$ cat config.mk
export PLATFORM = sky130hd
export DESIGN_NAME = oc_sweep_controller
export DESIGN_NICKNAME = d
export VERILOG_FILES = /design/src/rtl/oc_sweep_controller_pkg.sv /design/src/rtl/oc_sweep_controller_settle_timer.sv /design/src/rtl/oc_sweep_controller.sv
export SDC_FILE = /design/constraint.sdc
export NUM_CORES = 1
export LEC_CHECK = 0
export BUFFER_PORTS_ARGS = -buffer_cell sky130_fd_sc_hd__buf_4
export CELL_PAD_IN_SITES_DETAIL_PLACEMENT = 0
export CELL_PAD_IN_SITES_GLOBAL_PLACEMENT = 2
export CORE_MARGIN = 3
export CORE_UTILIZATION = 30
export CTS_CLUSTER_SIZE = 14
export DETAILED_ROUTE_END_ITERATION = 8
export GPL_TIMING_DRIVEN = 0
export PLACE_DENSITY_LB_ADDON = 0.1
export SETUP_SLACK_MARGIN = 0.15
export SLEW_MARGIN = 20
export SYNTH_ARGS = -nofsm -noshare
export SYNTH_HDL_FRONTEND = slang
export SYNTH_SLANG_ARGS = --single-unit
$ cat constraint.sdc
create_clock -name clk -period 2.1 [get_ports clk]
set_clock_uncertainty 0.1 [all_clocks]
set_input_delay 0.21 -clock clk [delete_from_list [all_inputs] [get_ports clk]]
set_output_delay 0.21 -clock clk [all_outputs]
set_load 0.01 [all_outputs]
$ cat src/rtl/oc_sweep_controller_pkg.sv
// Shared types and constants for the gate-pair sweep controller.
package oc_sweep_controller_pkg;

    localparam int unsigned CNT_W     = 10;
    localparam int unsigned IDX_W     = 3;
    localparam int unsigned NUM_CODES = 8;

    localparam logic [IDX_W-1:0] LAST_IDX = 3'd7;

    // Expected truth tables for the team's gate pairs; bit i is the output for {a,b,c}==i.
    localparam logic [NUM_CODES-1:0] EXP_MAJ3 = 8'hE8;
    localparam logic [NUM_CODES-1:0] EXP_XOR3 = 8'h96;

    typedef enum logic [1:0] {
        ST_IDLE   = 2'd0,
        ST_SETTLE = 2'd1,
        ST_DONE   = 2'd2
    } state_t;

    // Captured sweep outcome as presented to the host.
    typedef struct packed {
        logic [NUM_CODES-1:0] r_y0;
        logic [NUM_CODES-1:0] r_y1;
        logic                 mismatch;
        logic [IDX_W-1:0]     fail_idx;
    } sweep_result_t;

endpackage

$ cat src/rtl/oc_sweep_controller_settle_timer.sv
// Settle counter: counts cycles a stimulus code has been held and flags the sample cycle.
module oc_settle_timer
    import oc_sweep_controller_pkg::*;
#(
    parameter int unsigned SETTLE_CYCLES = 79
) (
    input  logic clk,
    input  logic rst,
    input  logic clear,
    input  logic enable,
    output logic expire_c
);

    logic [CNT_W-1:0] cnt;

    // Clear has priority so the count restarts from zero on the sample edge.
    always_ff @(posedge clk) begin
        if (rst) begin
            cnt <= '0;
        end else if (clear) begin
            cnt <= '0;
        end else if (enable) begin
            cnt <= cnt + CNT_W'(1);
        end
    end

    assign expire_c = (cnt == CNT_W'(SETTLE_CYCLES - 1));

endmodule

$ cat src/rtl/oc_sweep_controller.sv
// Exhaustive 3-input sweep of a gate pair with capture and compare against expected tables.
module oc_sweep_controller
    import oc_sweep_controller_pkg::*;
#(
    parameter int unsigned          SETTLE_CYCLES = 79,
    parameter logic [NUM_CODES-1:0] EXP_Y0        = 8'h00,
    parameter logic [NUM_CODES-1:0] EXP_Y1        = 8'h00
) (
    input  logic                 clk,
    input  logic                 rst,
    input  logic                 start,
    input  logic                 abort,
    output logic                 a,
    output logic                 b,
    output logic                 c,
    input  logic                 y0,
    input  logic                 y1,
    output logic                 busy,
    output logic                 done,
    output logic [NUM_CODES-1:0] result_y0,
    output logic [NUM_CODES-1:0] result_y1,
    output logic                 mismatch,
    output logic [IDX_W-1:0]     fail_idx
);

    state_t           state, state_d;
    logic [IDX_W-1:0] idx, idx_d;
    logic [IDX_W-1:0] abc, abc_d;
    logic             busy_q, busy_d;
    logic             done_q, done_d;
    sweep_result_t    res, res_d;

    logic expire_c;
    logic timer_clear_c;
    logic timer_enable_c;
    logic code_bad_c;

    // Timer runs only while settling and restarts on every sample or abort.
    assign timer_enable_c = (state == ST_SETTLE);
    assign timer_clear_c  = (state != ST_SETTLE) || expire_c || abort;

    oc_settle_timer #(
        .SETTLE_CYCLES (SETTLE_CYCLES)
    ) u_timer (
        .clk      (clk),
        .rst      (rst),
        .clear    (timer_clear_c),
        .enable   (timer_enable_c),
        .expire_c (expire_c)
    );

    assign code_bad_c = (y0 != EXP_Y0[idx]) || (y1 != EXP_Y1[idx]);

    // State and registered outputs.
    always_ff @(posedge clk) begin
        if (rst) begin
            state  <= ST_IDLE;
            idx    <= '0;
            abc    <= '0;
            busy_q <= 1'b0;
            done_q <= 1'b0;
            res    <= '0;
        end else begin
            state  <= state_d;
            idx    <= idx_d;
            abc    <= abc_d;
            busy_q <= busy_d;
            done_q <= done_d;
            res    <= res_d;
        end
    end

    // Next-state: start, per-code capture/compare, completion and abort.
    always_comb begin
        state_d = state;
        idx_d   = idx;
        abc_d   = abc;
        busy_d  = busy_q;
        done_d  = 1'b0;
        res_d   = res;

        case (state)
            ST_IDLE: begin
                if (start) begin
                    state_d = ST_SETTLE;
                    idx_d   = '0;
                    abc_d   = '0;
                    busy_d  = 1'b1;
                    res_d   = '0;
                end
            end

            ST_SETTLE: begin
                if (expire_c) begin
                    res_d.r_y0[idx] = y0;
                    res_d.r_y1[idx] = y1;
                    if (code_bad_c && !res.mismatch) begin
                        res_d.mismatch = 1'b1;
                        res_d.fail_idx = idx;
                    end
                    if (idx == LAST_IDX) begin
                        state_d = ST_DONE;
                        done_d  = 1'b1;
                        busy_d  = 1'b0;
                        abc_d   = '0;
                    end else begin
                        idx_d = idx + IDX_W'(1);
                        abc_d = idx + IDX_W'(1);
                    end
                end
                // Abort wins over completion but keeps any capture made on this edge.
                if (abort) begin
                    state_d = ST_IDLE;
                    idx_d   = '0;
                    abc_d   = '0;
                    busy_d  = 1'b0;
                    done_d  = 1'b0;
                end
            end

            ST_DONE: begin
                state_d = ST_IDLE;
            end

            default: begin
                state_d = ST_IDLE;
                busy_d  = 1'b0;
                abc_d   = '0;
            end
        endcase
    end

    assign a         = abc[2];
    assign b         = abc[1];
    assign c         = abc[0];
    assign busy      = busy_q;
    assign done      = done_q;
    assign result_y0 = res.r_y0;
    assign result_y1 = res.r_y1;
    assign mismatch  = res.mismatch;
    assign fail_idx  = res.fail_idx;

endmodule

==> results.yml, run 1 <==
synthesis:
  yosysTopAreaCell: "dfxtp_1"
  synth_top_area_share_pct: 40.6
  synth-seq-cells: 40
  yosysUniqueCellTypes: 51
  synth_fp_nets: 238
  synth_edf_count: 0
  yosys_warnings: 0
  synthCells: 228
  synth_area_leaders: "dfxtp_1 (41%), nand2b_1 (5.1%), nor2_1 (4.6%), o32ai_1 (4.0%), nand2_1 (3.2%)"
  synth_area_sq_um: 1970
  ys_seq_area_share_pct: 40.6
  async_flop_share_pct: 0
  synth-main-ff-cell: "dfxtp_1"
  syn_avg_cell_area_sq_um: 8.65
sta:
  slew_viol_final: 0
  period_needed_ns: 2.08
  tightestPinTransition_ns: 0.554
  setup_tns_ns: 0
  rsz0062_at_grt: "true"
  fmax_mhz: 480
  setup_violations: 0
  slew_headroom_pct: 63.1
  period_share_pct: 99.1
  finalHoldViolations: 0
  whs_ns: 0.153
route:
  viasPerCell: 5.01
  drc: 0
  wl_per_cell_microns: 15.4
  wl_microns: 5390
  routed-via-count: 1752
  drt-pass1-iter-count: 4
  ant_nets: 0
  drtIter0Drc: 64
cts:
  clock-sinks: 40
  clkTransAtPathRegs_ns: 0.08
  insertion_delay_ns: 0.29
  clockBufferDepth: 2
  htreeDepth: 2
  ctsRootBufferMaster: "clkbuf_8"
  cts_made_buffers: 5
  cts_tree: "built"
power_and_ir_drop:
  ir_drop_uv: 217
  p_leak_nw: 1.02
  p_per_area_nw_per_um2: 594
finish:
  layout-area-overhead-vs-synth_pct: 33.8
  diodes: 0
  nNetsFinal: 284
  drive_above_1_share_pct: 33.1
  multi_input_area_sq_um: 1210
  seq_area_sq_um: 805
  fin_cells: 350
  final_core_util_pct: 43.1
  fillerInstances: 623
worst_setup_path:
  critPathSlowestCell: "o41a_4"
  cp_max_fo: 8
  critPathBufInv: 2
  crit_type: "reg -> reg"
  arrival_ns: 2.14
  slowest_delay_ns: 0.51
  cp-end-kind: "flop"
  critPathRequiredTime_ns: 2.16
  worstPathCellList: "inv_2, ha_4, or4b_4, buf_8, o41a_4, a21oi_2, o32ai_1"
  worstSetupStartpointType: "flop"
  crit_family: "compound AO/OA/AOI/OAI gates"
placement:
  port_buffers: 30
  gp_congestion: 0.763
  dp_cells: 333
  hpwl_microns: 3750
floorplan:
  initial_utilization_pct: 32.2
  rows: 28
  pin_count: 31
  die_y_microns: 87.1
  die-area_sq_um: 7590
  die_x_microns: 87.1
  core_sq_um: 6130
global_route:
  antenna_found_initial: 0
  grt_max_degree: 13
  grt_pass1_wl_microns: 8870
  track_usage_pct: 14.9
  overflow: 0
  grt_pass1_vias: 1747
min_path:
  min_path_type: "in -> reg"
job:
  cap_violations: 0
run_status:
  outcome: "completed"
==> synth_stat cells (all sizes together) (2+ instances only) <==
| cell | number |
|---|---|
| and2b | 2 |
| o21ai | 11 |
| nand4b | 3 |
| a21o | 3 |
| nand3 | 11 |
| or3 | 2 |
| buf | 3 |
| clkbuf | 8 |
| nand2b | 16 |
| nand4 | 6 |
| ha | 4 |
| dfxtp | 40 |
| nor3b | 2 |
| nor4 | 2 |
| and3 | 3 |
| xor2 | 5 |
| or3b | 3 |
| nand2 | 18 |
| a21oi | 10 |
| nor2 | 24 |
| inv | 9 |
| a31oi | 2 |
| nand3b | 5 |
| xnor2 | 3 |
| or4b | 2 |
| o21a | 4 |
| nor3 | 6 |
| o32ai | 9 |
==> cell type report <==
cell class	instances	share of cell area, %
Multi-Input combinational cell	168	45.8
Buffer	12	3.41
Sequential cell	40	30.5
Clock buffer	6	2.75
Clock inverter	2	1.33
Timing Repair Buffer	38	11.4
Tap cell	75	3.55
Inverter	9	1.28
==> flip-flops by register name, indices dropped and copies added, names as in the netlist <==
register and cells:
idx 3, u_timer.cnt 10, state 2, result_y1 8
fail_idx 3, busy 1, mismatch 1, result_y0 8
done 1, abc 3
==> logic make-up after synthesis <==
kind of cell / share of synthesized area, %
AOI/OAI and AO/OA: 16.9
xor gates and xnor gates: 3.55
adders and majority gates: 2.54
buffers and inverters: 5.39
DFF: 40.6
and+or+nand+nor: 31.1
==> timing repair <==
action | CTS | global route
buffers inserted | 6 | 1
hold buffers | 0 | 0
gates resized for setup | 22 | 20
pin swaps | 9 | 13
endpoints found under the setup margin | 39 | 40
cloned | 2 | 0
==> worst reg2reg max path: cells and delay by family (launching register included) <==
kind | cells | cell delay [ns]
and+or+nand+nor | 1 | 0.46
adders and majority gates | 1 | 0.10
AOI/OAI and AO/OA | 3 | 0.76
DFF | 1 | 0.33
buffers and inverters | 2 | 0.21
==> layout by cell type, fill, tap and decap left out, types with 6 or more instances in the layout <==
| master | Yosys | routed |
|---|---|---|
| dfxtp_1 | 40 | 37 |
| buf_4 | 0 | 34 |
| nor2_1 | 24 | 18 |
| nand2_1 | 17 | 16 |
| nand2b_1 | 16 | 16 |
| nand3_1 | 11 | 10 |
| o32ai_1 | 9 | 9 |
| inv_1 | 9 | 8 |
| a21oi_1 | 7 | 7 |
| buf_6 | 1 | 6 |
| nand4_1 | 6 | 6 |
| clkbuf_8 | 1 | 6 |
| o21ai_1 | 1 | 6 |
==> path summary, 6_finish.rpt <==
path                  start      endpoint  slack [ns]  depth (start not counted)
min                   abort        idx[2]        0.15                          3
min reg2reg          abc[0]        abc[0]        0.37                          2
max reg2reg  u_timer.cnt[0]  result_y0[0]        0.02                          7
max          u_timer.cnt[0]  result_y0[0]        0.02                          7
==> metal layers <==
| metal | track usage (%) | wire length (microns) |
|---|---|---|
| met1 | 19.7 | 2650 |
| met2 | 24.6 | 2460 |
| met3 | 3.69 | 254 |
| met4 | 3.35 | 23 |
| met5 | 0 | 0 |
==> through the flow <==
stage               power [mW]  area [sq um]  setup slack, ns
floorplan                0.885          2000            0.111
global placement         0.933          2320           -0.164
detailed placement       0.933          2320           -0.145
CTS                       1.60          2570          -0.0325
global route              1.65          2640          -0.0342
finish                    1.57          2640           0.0182
==> where the power goes <==
group | internal [mW] | leakage (nW) | switching (mW)
clock network | 0.353 | 0.0552 | 0.279
registers | 0.764 | 0.324 | 0.00355
logic | 0.0637 | 0.644 | 0.105
No activity file was read; power rests on OpenSTA's default activity.
==> run 2, diff against run 1 <==
--- a/config.mk
+++ b/config.mk
@@ -8,8 +8,9 @@
 export BUFFER_PORTS_ARGS = -buffer_cell sky130_fd_sc_hd__buf_4
 export CELL_PAD_IN_SITES_DETAIL_PLACEMENT = 0
 export CELL_PAD_IN_SITES_GLOBAL_PLACEMENT = 2
-export CORE_MARGIN = 3
+export CORE_MARGIN = 8
 export CORE_UTILIZATION = 30
+export CTS_CLUSTER_DIAMETER = 200
 export CTS_CLUSTER_SIZE = 14
 export DETAILED_ROUTE_END_ITERATION = 8
 export GPL_TIMING_DRIVEN = 0
==> run 2 against run 1 <==
Effect of this change:
- the run now ends with negative setup slack left
- count of clock-buffer cells in the layout decreased by 1
- critical path depth unchanged
- wire length grew 4.0%
- sequential share of layout area fell by 0.30 points
- final cell count rose by 0.29%
- via count rose by 1.7%
- design area increased by 1.1%
- critical path type unchanged
- largest power group unchanged
==> results.yml, run 2 (synthesized netlist as in run 1, its figures left out) <==
sta:
  tightestPinTransition_ns: 0.596
  finalHoldViolations: 0
  period_share_pct: 101
  setup_ws_ns: -0.0171
  slew_viol_final: 0
  setup_tns_ns: -0.0281
  slew_headroom_pct: 60.3
  rsz0062_at_grt: "true"
  period_needed_ns: 2.12
  setup_violations: 2
  fmax_mhz: 472
placement:
  port_buffers: 30
  gp_congestion: 0.790
  place_ws_ns: -0.189
  dp_cells: 335
  hpwl_microns: 3900
  place_area_sq_um: 2320
route:
  routed-via-count: 1781
  viasPerCell: 5.07
  wl_microns: 5600
  drt-pass1-iter-count: 4
  drtIter0Drc: 87
  ant_nets: 0
  drc: 0
  wl_per_cell_microns: 16.0
finish:
  final_cell_mix: "buf_4 (37), dfxtp_1 (36), nor2_1 (18), nand2_1 (16), nand2b_1 (16)"
  layout-area-overhead-vs-synth_pct: 35.3
  diodes: 0
  regMostFlops: "u_timer.cnt"
  fin_cells: 351
  mostFrequentLayoutCell: "buf_4"
  final_core_util_pct: 42.0
  largest_register_ffs: 10
  final_area_sq_um: 2670
  nNetsFinal: 284
  fillerInstances: 663
  drive_above_1_share_pct: 33.9
min_path:
  hold_depth: 3
  hp-start: "abort"
  min_path_type: "in -> reg"
  hold_end: "idx[2]"
cts:
  cts_hold_buf: 0
  cts_tree: "built"
  clockBufferDepth: 2
  htreeDepth: 2
  insertion_delay_ns: 0.30
  cts_made_buffers: 5
  clock-sinks: 40
  clkTransAtPathRegs_ns: 0.08
  ctsRootBufferMaster: "clkbuf_8"
worst_setup_path:
  crit_family: "compound AO/OA/AOI/OAI gates"
  critPathBufInv: 2
  cp-end-kind: "flop"
  worstSetupStartpointType: "flop"
  rr_startpoint: "u_timer.cnt[0]"
  worstPathCellList: "inv_2, ha_1, or4b_4, buf_8, o41a_4, a21oi_4, o32ai_1"
  arrival_ns: 2.19
  crit_type: "reg -> reg"
  regToRegSetupSlack_ns: -0.02
  cp_max_fo: 8
  critPathSlowestCell: "o41a_4"
  critPathRequiredTime_ns: 2.17
  reg2reg_depth: 7
  reg2reg_to: "result_y1[0]"
  slowest_delay_ns: 0.53
run_status:
  violations: "negative setup slack"
  outcome: "complete, but fails checks"
power_and_ir_drop:
  p_leak_nw: 1.03
  ir_drop_uv: 282
  p_per_area_nw_per_um2: 635
floorplan:
  die_x_microns: 97.1
  die-area_sq_um: 9430
  rows: 29
  core_sq_um: 6350
  die_y_microns: 97.1
  initial_utilization_pct: 31.1
  pin_count: 31
job:
  cap_violations: 0
global_route:
  track_usage_pct: 11.9
  grt_pass1_wl_microns: 9180
  grt_max_degree: 13
  antenna_found_initial: 0
  grt_pass1_vias: 1779
  overflow: 0
[run 2: final cells by class]
| class | instances | area, sq um | share of cell area, % |
|---|---|---|---|
| multi-input combinational | 168 | 1230 | 45.9 |
| sequential | 40 | 806 | 30.2 |
| timing repair buffer | 38 | 289 | 10.8 |
| tap | 77 | 96.3 | 3.61 |
| buffer | 12 | 90.1 | 3.37 |
| clock buffer | 5 | 68.8 | 2.58 |
| clock inverter | 2 | 60.1 | 2.25 |
| inverter | 9 | 33.8 | 1.27 |
[run 2: worst max path at each step]
stage	from	to	slack (ns)	cells past startpoint
4_1_cts	u_timer.cnt[0]	result_y1[0]	-0.05	7
3_3_place_gp	u_timer.cnt[0]	result_y1[7]	-0.20	7
2_1_floorplan	u_timer.cnt[0]	result_y0[0]	0.11	7
6_report	u_timer.cnt[0]	result_y1[0]	-0.02	7
5_1_grt	u_timer.cnt[0]	fail_idx[2]	-0.05	9
3_5_place_dp	u_timer.cnt[0]	result_y1[7]	-0.19	7
[run 2: power by group]
part,internal [mW],switching [mW]
registers,0.764,0.00344
clock network,0.468,0.279
logic,0.0685,0.112
total,1.30,0.394
[run 2: per-stage QoR]
stage / hold WS [ns] / total power, mW
after floorplan: 0.315 / 0.885
after global placement: 0.339 / 0.934
after detailed placement: 0.345 / 0.932
after CTS: 0.122 / 1.70
after global routing: 0.136 / 1.77
final: 0.150 / 1.69
[run 2: timing repair]
item	4_1_cts	5_1_grt
gates resized for setup	13	31
buffers inserted	3	4
pin swaps	6	8
gates cloned	1	1
endpoints found under the setup margin	39	39
[run 2: tightest hold or removal path: cells and delay by family]
kind / cells / cell delay [ns]
AOI/OAI and AO/OA: 1 / 0.07
buffers and inverters: 1 / 0.10
and+or+nand+nor: 1 / 0.11
[run 2: metal layers]
metal	up-vias	share of wire, %	track usage, %
li1	906	-	-
met1	835	50	15.2
met2	34	45	18.6
met3	6	4.1	3.20
met4	0	1.2	3.91
met5	-	0	0
==> run 3, diff against run 2 <==
--- a/config.mk
+++ b/config.mk
@@ -8,8 +8,8 @@
 export BUFFER_PORTS_ARGS = -buffer_cell sky130_fd_sc_hd__buf_4
 export CELL_PAD_IN_SITES_DETAIL_PLACEMENT = 0
 export CELL_PAD_IN_SITES_GLOBAL_PLACEMENT = 2
-export CORE_MARGIN = 8
-export CORE_UTILIZATION = 30
+export CORE_MARGIN = 3
+export CORE_UTILIZATION = 29
 export CTS_CLUSTER_DIAMETER = 200
 export CTS_CLUSTER_SIZE = 14
 export DETAILED_ROUTE_END_ITERATION = 8
@@ -19,4 +19,5 @@
 export SLEW_MARGIN = 20
 export SYNTH_ARGS = -nofsm -noshare
 export SYNTH_HDL_FRONTEND = slang
+export SYNTH_HIERARCHICAL = 1
 export SYNTH_SLANG_ARGS = --single-unit
==> run 3 against run 2 <==
Effect of this change:
- final cell count shrank 2.3%
- flip-flop and latch count is the same
- critical path type unchanged
- the flow still finishes with violations (negative setup slack)
- synthesized area shrank 5.2%
- first-iteration DRC count shrank 14%
- hold slack lost 0.099 ns
==> results.yml, run 3 <==
min_path:
  hp-start: "abort"
  min_path_type: "in -> reg"
synthesis:
  synth_area_leaders: "dfxtp_1 (43%), a21oi_1 (5.9%), nand2_1 (4.6%), nor2_1 (3.8%), ha_1 (2.7%)"
  synth_area_sq_um: 1870
  synth_edf_count: 0
  ys_top_cells_by_count: "dfxtp_1 (40), nand2_1 (23), a21oi_1 (22)"
  synth-main-ff-cell: "dfxtp_1"
  syn_avg_cell_area_sq_um: 8.46
  ys_seq_area_share_pct: 42.8
  yosysTopAreaCell: "dfxtp_1"
  synth-seq-cells: 40
  synth_top_area_share_pct: 42.8
  synthCells: 221
  yosys_warnings: 6
  async_flop_share_pct: 0
  post-synth-top-count-cell: "dfxtp_1"
  synth_fp_nets: 231
  yosysUniqueCellTypes: 44
cts:
  clkTransAtPathRegs_ns: 0.09
  cts_made_buffers: 5
  ctsRootBufferMaster: "clkbuf_8"
  htreeDepth: 2
  clock-sinks: 40
  clockBufferDepth: 2
  cts_tree: "built"
  insertion_delay_ns: 0.30
finish:
  regMostFlops: "u_timer/cnt"
  diodes: 0
  final_area_sq_um: 2610
  final_core_util_pct: 42.9
  layout-area-overhead-vs-synth_pct: 39.7
  final_cell_mix: "dfxtp_1 (38), buf_4 (37), nand2_1 (17), nor2_1 (17), a21oi_1 (14)"
  mostFrequentLayoutCell: "dfxtp_1"
  drive_above_1_share_pct: 37.3
  largest_register_ffs: 10
  nNetsFinal: 277
floorplan:
  initial_utilization_pct: 30.7
  core_sq_um: 6100
  die_y_microns: 86.3
  die_x_microns: 86.3
  die-area_sq_um: 7450
  rows: 28
  pin_count: 31
global_route:
  track_usage_pct: 14.5
  grt_pass1_wl_microns: 8440
  grt_max_degree: 13
  antenna_found_initial: 0
  grt_pass1_vias: 1665
  overflow: 0
worst_setup_path:
  critPathRequiredTime_ns: 2.23
  crit_path_start: "u_timer/cnt[0]"
  rr_startpoint: "u_timer/cnt[0]"
  cp-end-kind: "flop"
  cp_max_fo: 5
  arrival_ns: 2.39
  worstSetupStartpointType: "flop"
  crit_type: "reg -> reg"
power_and_ir_drop:
  p_per_area_nw_per_um2: 617
  p_leak_nw: 0.934
  ir_drop_uv: 290
sta:
  rsz0062_at_grt: "true"
  fmax_mhz: 441
  setup_violations: 25
  period_needed_ns: 2.27
  period_share_pct: 108
  tightestPinTransition_ns: 0.631
  slew_headroom_pct: 57.9
  setup_ws_ns: -0.166
  finalHoldViolations: 0
  slew_viol_final: 0
placement:
  hpwl_microns: 3510
  place_area_sq_um: 2240
  place_ws_ns: -0.362
  gp_congestion: 0.708
  port_buffers: 30
route:
  drc: 0
  wl_per_cell_microns: 14.7
  drtIter0Drc: 75
  ant_nets: 0
  routed-via-count: 1725
  wl_microns: 5050
  drt-pass1-iter-count: 4
  viasPerCell: 5.03
run_status:
  outcome: "complete, but fails checks"
  violations: "negative setup slack"
job:
  cap_violations: 0
run 3: changes by cell type in the layout (fill, tap and decap cells not counted), moves of 4 or more:
cell      delta
nand3_1      -4
nand2_2      +5
nor3b_1      +4
nand2b_1    -15
o32ai_1      -9
o21ai_2      +5
o21ai_1      -6
or4_1        +4
a31oi_1      +5
o31ai_1      +5
a21oi_1      +8
a21oi_2      +7
run 3: worst paths after layout:
check,end,slack [ns],cells after the start
setup reg to reg,idx[1],-0.17,11
hold / removal,state[1],0.05,2
hold reg to reg,result_y0[4],0.36,2
setup / recovery,idx[1],-0.17,11
run 3: area by class of cell:
cell class,count,area (sq um)
plain buffers,16,125
multi-input cells,158,1110
flip-flops and latches,40,806
inverters,7,30.0
repair buffers,39,320
fillers,638,3480
clock inverters,1,30.0
well taps,75,93.8
clock buffers,7,96.3
run 3: per-layer routing:
layer | GRT usage (%) | up-vias | wire length, microns | part of all wire [%]
met2 | 22.5 | 26 | 2210 | 44
met1 | 20.2 | 811 | 2590 | 51
met5 | 0 | - | 0 | 0
met3 | 3.23 | 7 | 175 | 3.5
met4 | 4.25 | 0 | 65 | 1.3
li1 | - | 881 | - | -
run 3: cell families (layout without fill, tap and decap cells):
kind of cell,after synthesis,in the layout,synth area share (%)
xor+xnor,4,4,1.87
fa+ha+maj,4,4,2.68
buf+inv,23,70,5.95
compound gates,56,56,17.9
flops,40,40,42.8
simple gates,91,91,27.2
mux,3,3,1.61
run 3: repair_timing:
item,CTS,global route
resized for setup,33,16
pin swaps,28,7
setup endpoints to repair,38,38
gates cloned,1,0
setup buffers,7,1
hold buffers,0,0
run 3: worst max-delay path, stage by stage, from the launching register on:
cell	delay [ns]
dfxtp_4	0.35
inv_2	0.06
ha_4	0.11
nor4b_4	0.18
nand3_1	0.12
nor4b_2	0.23
buf_4	0.17
buf_4	0.12
or3_1	0.11
a21oi_2	0.10
or3b_4	0.40
a21oi_1	0.15
run 3: through the flow:
step | power [mW] | cells | hold WS, ns | TNS [ns]
floorplan | 0.860 | 221 | 0.187 | -0.0748
global placement | 0.904 | 326 | 0.349 | -6.91
detailed placement | 0.903 | 326 | 0.354 | -6.46
CTS | 1.63 | 342 | 0.0480 | -5.53
global route | 1.68 | 343 | 0.0555 | -6.24
finish | 1.61 | 343 | 0.0509 | -2.27
run 3: where the power goes:
| group | internal (mW) | leakage [nW] | total [mW] | switching [mW] |
|---|---|---|---|---|
| Clock | 0.420 | 0.0645 | 0.698 | 0.279 |
| Sequential | 0.763 | 0.324 | 0.767 | 0.00464 |
| Combinational | 0.0622 | 0.545 | 0.146 | 0.0836 |
| Total | 1.24 | 0.934 | 1.61 | 0.367 |
